$ cat src/rtl/exp_result_fifo.sv
// exp_result_fifo: first-word fall-through result buffer behind the exponential
// pipeline. o_ready is the pipeline's global stall enable. All status outputs
// decode registered state only, so no input reaches an output combinationally.
// o_total counts accepted writes and wraps modulo 2^16.
module exp_result_fifo #(
    parameter int WIDTH = 32,
    parameter int DEPTH = 8
) (
    input  logic                     clk,
    input  logic                     reset,
    input  logic                     i_valid,
    input  logic [WIDTH-1:0]         i_y,
    output logic                     o_ready,
    output logic                     o_valid,
    output logic [WIDTH-1:0]         o_y,
    input  logic                     i_ready,
    output logic [$clog2(DEPTH):0]   o_count,
    output logic [15:0]              o_total
);

    localparam int AW = $clog2(DEPTH);
    localparam int CW = AW + 1;
    localparam logic [CW-1:0] FULL_CNT = CW'(DEPTH);

    logic [WIDTH-1:0] mem_q [DEPTH];
    logic [WIDTH-1:0] mem_d [DEPTH];
    logic [AW-1:0]    wr_ptr_q, wr_ptr_d;
    logic [AW-1:0]    rd_ptr_q, rd_ptr_d;
    logic [CW-1:0]    count_q,  count_d;
    logic [15:0]      total_q,  total_d;
    logic             wr_en;
    logic             rd_en;

    // Status and head data decoded purely from registered state.
    assign o_ready = (count_q != FULL_CNT);
    assign o_valid = (count_q != '0);
    assign o_y     = o_valid ? mem_q[rd_ptr_q] : '0;
    assign o_count = count_q;
    assign o_total = total_q;

    // Next-state logic: accept/release events, pointer and counter updates.
    always_comb begin
        // NOTE: every combinational output gets a default first so no path leaves it unassigned (no latch).
        wr_en    = i_valid & o_ready;
        rd_en    = o_valid & i_ready;
        wr_ptr_d = wr_ptr_q;
        rd_ptr_d = rd_ptr_q;
        count_d  = count_q;
        total_d  = total_q;
        mem_d    = mem_q;

        if (wr_en) begin
            mem_d[wr_ptr_q] = i_y;
            // Power-of-two depth: the natural pointer overflow is the modulo wrap.
            wr_ptr_d = wr_ptr_q + 1'b1;
            total_d  = total_q + 16'd1;
        end
        if (rd_en) begin
            rd_ptr_d = rd_ptr_q + 1'b1;
        end

        case ({wr_en, rd_en})
            2'b10:   count_d = count_q + CW'(1);
            2'b01:   count_d = count_q - CW'(1);
            default: count_d = count_q;
        endcase
    end

    // Control state: synchronous reset wins over any same-cycle event.
    always_ff @(posedge clk) begin
        // NOTE: sequential state uses non-blocking assignments so all flops update from pre-edge values.
        if (reset) begin
            wr_ptr_q <= '0;
            rd_ptr_q <= '0;
            count_q  <= '0;
            total_q  <= '0;
        end else begin
            wr_ptr_q <= wr_ptr_d;
            rd_ptr_q <= rd_ptr_d;
            count_q  <= count_d;
            total_q  <= total_d;
        end
    end

    // Storage array update.
    always_ff @(posedge clk) begin
        // NOTE: the storage array is deliberately not reset; count_q=0 already masks stale words from o_y.
        mem_q <= mem_d;
    end

endmodule
$ cat config.mk
export PLATFORM = sky130hd
export DESIGN_NAME = exp_result_fifo
export DESIGN_NICKNAME = d
export VERILOG_FILES = /design/src/rtl/exp_result_fifo.sv
export SDC_FILE = /design/constraint.sdc
export NUM_CORES = 1
export LEC_CHECK = 0
export CAP_MARGIN = 5
export CELL_PAD_IN_SITES_DETAIL_PLACEMENT = 2
export CELL_PAD_IN_SITES_GLOBAL_PLACEMENT = 2
export CORE_ASPECT_RATIO = 0.6
export CORE_MARGIN = 8
export CORE_UTILIZATION = 44
export DETAILED_ROUTE_END_ITERATION = 8
export GPL_ROUTABILITY_DRIVEN = 0
export PLACE_DENSITY_LB_ADDON = 0.1
export SLEW_MARGIN = 25
export SYNTH_ARGS = -nofsm -noshare
export SYNTH_HDL_FRONTEND = slang
export SYNTH_SLANG_ARGS = --single-unit
$ cat constraint.sdc
create_clock -name clk -period 6.05 [get_ports clk]
set_clock_uncertainty 0.1 [all_clocks]
set_input_delay 1.21 -clock clk [delete_from_list [all_inputs] [get_ports clk]]
set_output_delay 1.21 -clock clk [all_outputs]
set_load 0.02 [all_outputs]
==> results_dict.tcl, run 1 <==
set metrics [dict create \
    crit_start "rd_ptr_q[0]" \
    clkPwrFrac 0.307 \
    fin_crit_ns 4.60 \
    status "finished, final reports clean" \
    ant_nets 0 \
    met1_usage 0.250 \
    die_w_um 220 \
    fp-row-count 44 \
    synth.top_cell.area_share 0.699 \
    numCtsBuffers 27 \
    worstReg2RegEnd "o_count[3]" \
    drt_iter0_drc 306 \
    ctsHoldBuffers 0 \
    synth_common_cells "edfxtp_1, mux4_2, nor2_1" \
    syn-num-nets 602 \
    clkLatencyLatePin_ns 0.54 \
    ios 90 \
    grt_overflow 0 \
    pwr_density_cell_nw_per_um2 414 \
    synthArstFlopShare 0 \
    hold_violations 0 \
    ys_ff_latch 282 \
    grt_pass1_wl_um 43300 \
    tns_ns 0 \
    tightest_slew_ns 1.02 \
    required_ns 4.74 \
    route.detailed.drc 0 \
    track_usage 0.190 \
    cp-start-kind "register" \
    wl_per_cell_um 28.6 \
    synth-edff-count 256 \
    post-cts-setup-buffers 0 \
    max_stage_delay_ns 0.85 \
    min_path_type "register to register" \
    ys.flop_type "edfxtp_1" \
    power_leakage_uw 0.00407 \
    clockRootBuffer "clkbuf_16" \
    drive_above_1_share 0.189 \
    grt_max_degree 67 \
    cp.arrival_ns 3.29 \
    antenna_found_initial 0 \
    p_int_uw 3850 \
    grt_pass1_vias 6475 \
    hold_ws_ns 0.412 \
    path_cells "buf_4, mux4_2, mux2i_1, nor2_1, clkdlybuf4s50_1" \
    min_path_cells 2 \
    seq_area_frac_synth 0.746 \
    ff2ff_path_depth 8 \
    dp_hpwl_um 17600 \
    cts.sinks 282 \
    cap_viol_max_count 0 \
    n_antenna_cell 0 \
    rrSetupSlack_ns 2.59 \
    cts_tree "done" \
    numPortBuffers 89 \
    yosysWarningCount 0 \
    cts_resized 0 \
    grt_use_met2 0.326 \
    firstDrtPassIters 4 \
    final_nets 707 \
    netlist_area_um2 11000 \
    drt_wl_total_um 28700 \
    fin_crit_sh 0.760 \
    final_util 0.541 \
    vias 5655 \
    cpMaxStageDelayCell "dfxtp_4" \
    die_height_um 138 \
    viasPerCell 5.63 \
    worstSetupEndpoint "o_y[23]" \
    ir_drop_mv 0.208 \
    pwr-share-comb 0.256 \
    area_delta_synth_final_pct 19.9 \
    clkTransAtPathRegs_ns 0.07 \
    core_area_um2 24400 \
    rsz0062_at_grt "no" \
    switchingPower_uw 1610 \
    synth_most_common_cell "edfxtp_1" \
    dieArea_um2 30500 \
    start_util 0.451 \
    netlist_top_cells_area "edfxtp_1, mux4_2, dfxtp_1" \
    pwr-share-seq 0.437 \
    final_max_slew_viol_count 0 \
    p_sw_frac 0.295 \
    cp_max_fo 38 \
    syn_inst 560 \
    busiest_layer "met2" \
    fmax_mhz 217 \
    timing_worst_setup_path_type "register to primary output" \
    end_kind "primary output" \
    cts_buffer_depth 3 \
    fillCellCount 2079 \
    synth_area_per_cell_um2 19.6 \
    slew_headroom 0.319 \
    yosysUniqueCellTypes 35 \
    htree_levels 1 \
    setup_viol 0 \
    synth_top_area_cell "edfxtp_1" \
    met3_usage 0.0351 \
    r2r-start "o_count[1]" \
]
-- stage by stage --
stage | cell area, µm² | cells | setup slack, ns | total power, µW
final | 13200 | 1005 | 1.45 | 5460
after global routing | 13200 | 1005 | 1.20 | 5670
after CTS | 13200 | 1004 | 1.35 | 5540
after detailed placement | 12300 | 957 | 1.95 | 3840
after global placement | 12300 | 957 | 2.01 | 3780
after floorplan | 11000 | 560 | 0.757 | 3200
-- cell type report --
type,instances,area [µm²],share of cell area
Sequential cell,282,8220,0.623
Multi-Input combinational cell,248,2710,0.206
Timing Repair Buffer,104,1010,0.0766
Clock buffer,38,717,0.0543
Tap cell,322,403,0.0305
Clock inverter,9,126,0.00958
Inverter,2,7.51,0.000569
-- critical path, delay by kind of cell, from the launching register on --
family | cells | cell delay, ns
flip-flops | 1 | 0.85
buffers and inverters | 2 | 1.02
AND/OR/NAND/NOR | 1 | 0.07
multiplexers | 2 | 0.74
-- metal layers --
metal  vias to the layer above  routed length [µm]
met5                         -                   0
met4                         0                 527
met3                        38                1150
met2                       123               14500
met1                      3033               12500
li1                       2461                   -
-- layout by cell type, fill, tap and decap left out, drive strengths merged, types with 4 or more instances in the layout --
cell type      instances
nor2                  57
inv                    4
dfxtp                 26
mux4                  64
nand4                  4
clkdlybuf4s50         88
mux2i                 34
nand2                  8
buf                   16
edfxtp               256
xnor2                  7
nor3                   6
a21oi                  7
clkbuf                38
nand3                 12
o21ai                  5
xor2                  11
ha                     6
nor4                   5
-- sequential cells by signal, indices dropped and copies added, names as in the netlist --
signal and cells:
mem_q 256, o_total 16, o_count 4, rd_ptr_q 3
wr_ptr_q 3
-- worst min path at each step --
stage,from,end
2_1_floorplan,wr_ptr_q[1],wr_ptr_q[1]
3_3_place_gp,o_total[15],o_total[15]
3_5_place_dp,o_total[15],o_total[15]
4_1_cts,o_total[15],o_total[15]
5_1_grt,o_total[15],o_total[15]
6_report,o_total[15],o_total[15]
-- power by group through the flow --
stage / Sequential [µW] / Clock, µW / Combinational [µW]
floorplan: 2330 / 0 / 871
global placement: 2420 / 0 / 1360
detailed placement: 2430 / 0 / 1410
CTS: 2390 / 1720 / 1430
global route: 2410 / 1770 / 1490
finish: 2390 / 1680 / 1400
-- cell families after synthesis --
kind of cell,count (synthesis),share of synthesized area
adder cells (fa/ha/maj),6,0.00682
flip-flops,282,0.746
AND/OR/NAND/NOR,110,0.0494
buffers and inverters,30,0.0125
multiplexers,100,0.164
AO/OA/AOI/OAI,14,0.00694
XOR/XNOR,18,0.0143
No activity file was read; power rests on OpenSTA's default activity.
==> run 2: changes to the inputs <==
CORE_UTILIZATION = 40   (was 44)
clock period = 4.2 ns   (was 6.05 ns; I/O delays follow)
==> run 2 against run 1 <==
  * Core utilization is 5.0 points lower
  * Final cell count is 5.3% higher
  * Critical endpoint is now o_y[22]
  * Highest routed layer is now met5
  * Sequential cell count stayed put
  * Critical path type unchanged
  * Setup slack worse by 1.1 ns
  * Clock-buffer cell count is 6 lower
  * Non-clock buffer count is 3 higher
  * Power is 44% higher
  * Hold slack worse by 0.0066 ns
  * Design area is 1.6% higher
  * Register-to-register slack worse by 1.6 ns
  * Critical path depth stayed put
  * Sequential share of layout area is 0.96 points lower
==> results_dict.tcl, run 2 (synthesized netlist as in run 1, its figures left out) <==
set metrics [dict create \
    status "finished, final reports clean" \
    dp_slack_ns 0.648 \
    core_area_um2 27300 \
    pwr_density_cell_nw_per_um2 589 \
    ctsHoldBuffers 0 \
    viasPerCell 5.32 \
    largest_register_ffs 256 \
    drt_wl_total_um 26700 \
    clkLatencyLatePin_ns 0.55 \
    numPortBuffers 89 \
    grt_max_degree 38 \
    end_kind "primary output" \
    cts_tree "done" \
    post-cts-setup-buffers 0 \
    cts_resized 0 \
    required_ns 3.26 \
    cp.arrival_ns 2.92 \
    fin_ws_ns 0.343 \
    htree_levels 1 \
    ios 90 \
    drt_iter0_drc 328 \
    die_w_um 230 \
    dieArea_um2 33200 \
    layout_commonest_cell "edfxtp_1" \
    setup_viol 0 \
    min_path_type "register to register" \
    power_leakage_uw 0.00413 \
    clockRootBuffer "clkbuf_16" \
    grt_overflow 0 \
    vias 5624 \
    fp-row-count 47 \
    fin_crit_ns 3.86 \
    wl_per_cell_um 25.2 \
    drive_above_1_share 0.201 \
    regMostFlops "mem_q" \
    cp-start-kind "register" \
    area_delta_synth_final_pct 21.8 \
    hold_violations 0 \
    clkTransAtPathRegs_ns 0.07 \
    tightest_slew_ns 0.651 \
    final_max_slew_viol_count 0 \
    cts_buffer_depth 3 \
    dp_hpwl_um 16000 \
    firstDrtPassIters 4 \
    p_total_uw 7890 \
    die_height_um 144 \
    track_usage 0.162 \
    route.detailed.drc 0 \
    cts.sinks 282 \
    tns_ns 0 \
    start_util 0.403 \
    rsz0062_at_grt "no" \
    fmax_mhz 259 \
    fin_crit_sh 0.918 \
    slew_headroom 0.565 \
    n_antenna_cell 0 \
    cp_max_fo 27 \
    grt_pass1_wl_um 40500 \
    ir_drop_mv 0.340 \
    final_nets 711 \
    ant_nets 0 \
    antenna_found_initial 2 \
    most-common-layout-cells "edfxtp_1, clkdlybuf4s50_1, mux4_2" \
    grt_pass1_vias 6346 \
    numCtsBuffers 28 \
    hold_ws_ns 0.405 \
    timing_worst_setup_path_type "register to primary output" \
    cap_viol_max_count 0 \
]
## run 2: cell count changes in the layout (fill, tap and decap cells not counted), sizes merged
cell / delta
buf: +2
bufinv: -1
clkbuf: -6
clkdlybuf4s50: +1
clkinv: +11
clkinvlp: +2
inv: -1
## run 2: worst max-delay path, cell delays in order (launching register included)
cell             delay, ns
dfxtp_4               0.63
buf_12                0.31
mux4_2                0.54
mux2i_1               0.18
nor2_1                0.12
clkdlybuf4s50_1       0.57
## run 2: report_power, final
| part | total (µW) | internal, µW | switching [µW] |
|---|---|---|---|
| logic | 2090 | 982 | 1110 |
| registers | 3370 | 3220 | 154 |
| clock network | 2430 | 1350 | 1070 |
## run 2: area by class of cell
type	instances	area, µm²
clock buffers	32	716
clock inverters	20	166
fillers	2445	13900
inverters	2	7.51
multi-input cells	248	2720
flip-flops and latches	282	8220
well taps	367	459
repair buffers	107	1110
## run 2: path summary, 6_finish.rpt
| check | slack, ns | startpoint | cells past startpoint | end |
|---|---|---|---|---|
| setup / recovery | 0.34 | rd_ptr_q[0] | 5 | o_y[22] |
| hold / removal | 0.41 | o_total[15] | 2 | o_total[15] |
| setup reg to reg | 1.01 | o_count[0] | 10 | o_count[2] |
| hold reg to reg | 0.41 | o_total[15] | 2 | o_total[15] |
## run 2: metal layers
metal  vias up  global-route usage  share of wire
li1       2470                   -              -
met1      3026               0.218           0.46
met2        86               0.271           0.49
met3        38              0.0349          0.039
met4         4              0.0329          0.014
met5         -                   0        0.00098
## run 2: per-stage QoR
step           std cells  area, µm²   util
2_1_floorplan        560      11000      -
3_3_place_gp        1006      12500  0.459
3_5_place_dp        1006      12500  0.459
4_1_cts             1058      13400  0.491
5_1_grt             1058      13400  0.491
6_report            1058      13400  0.491
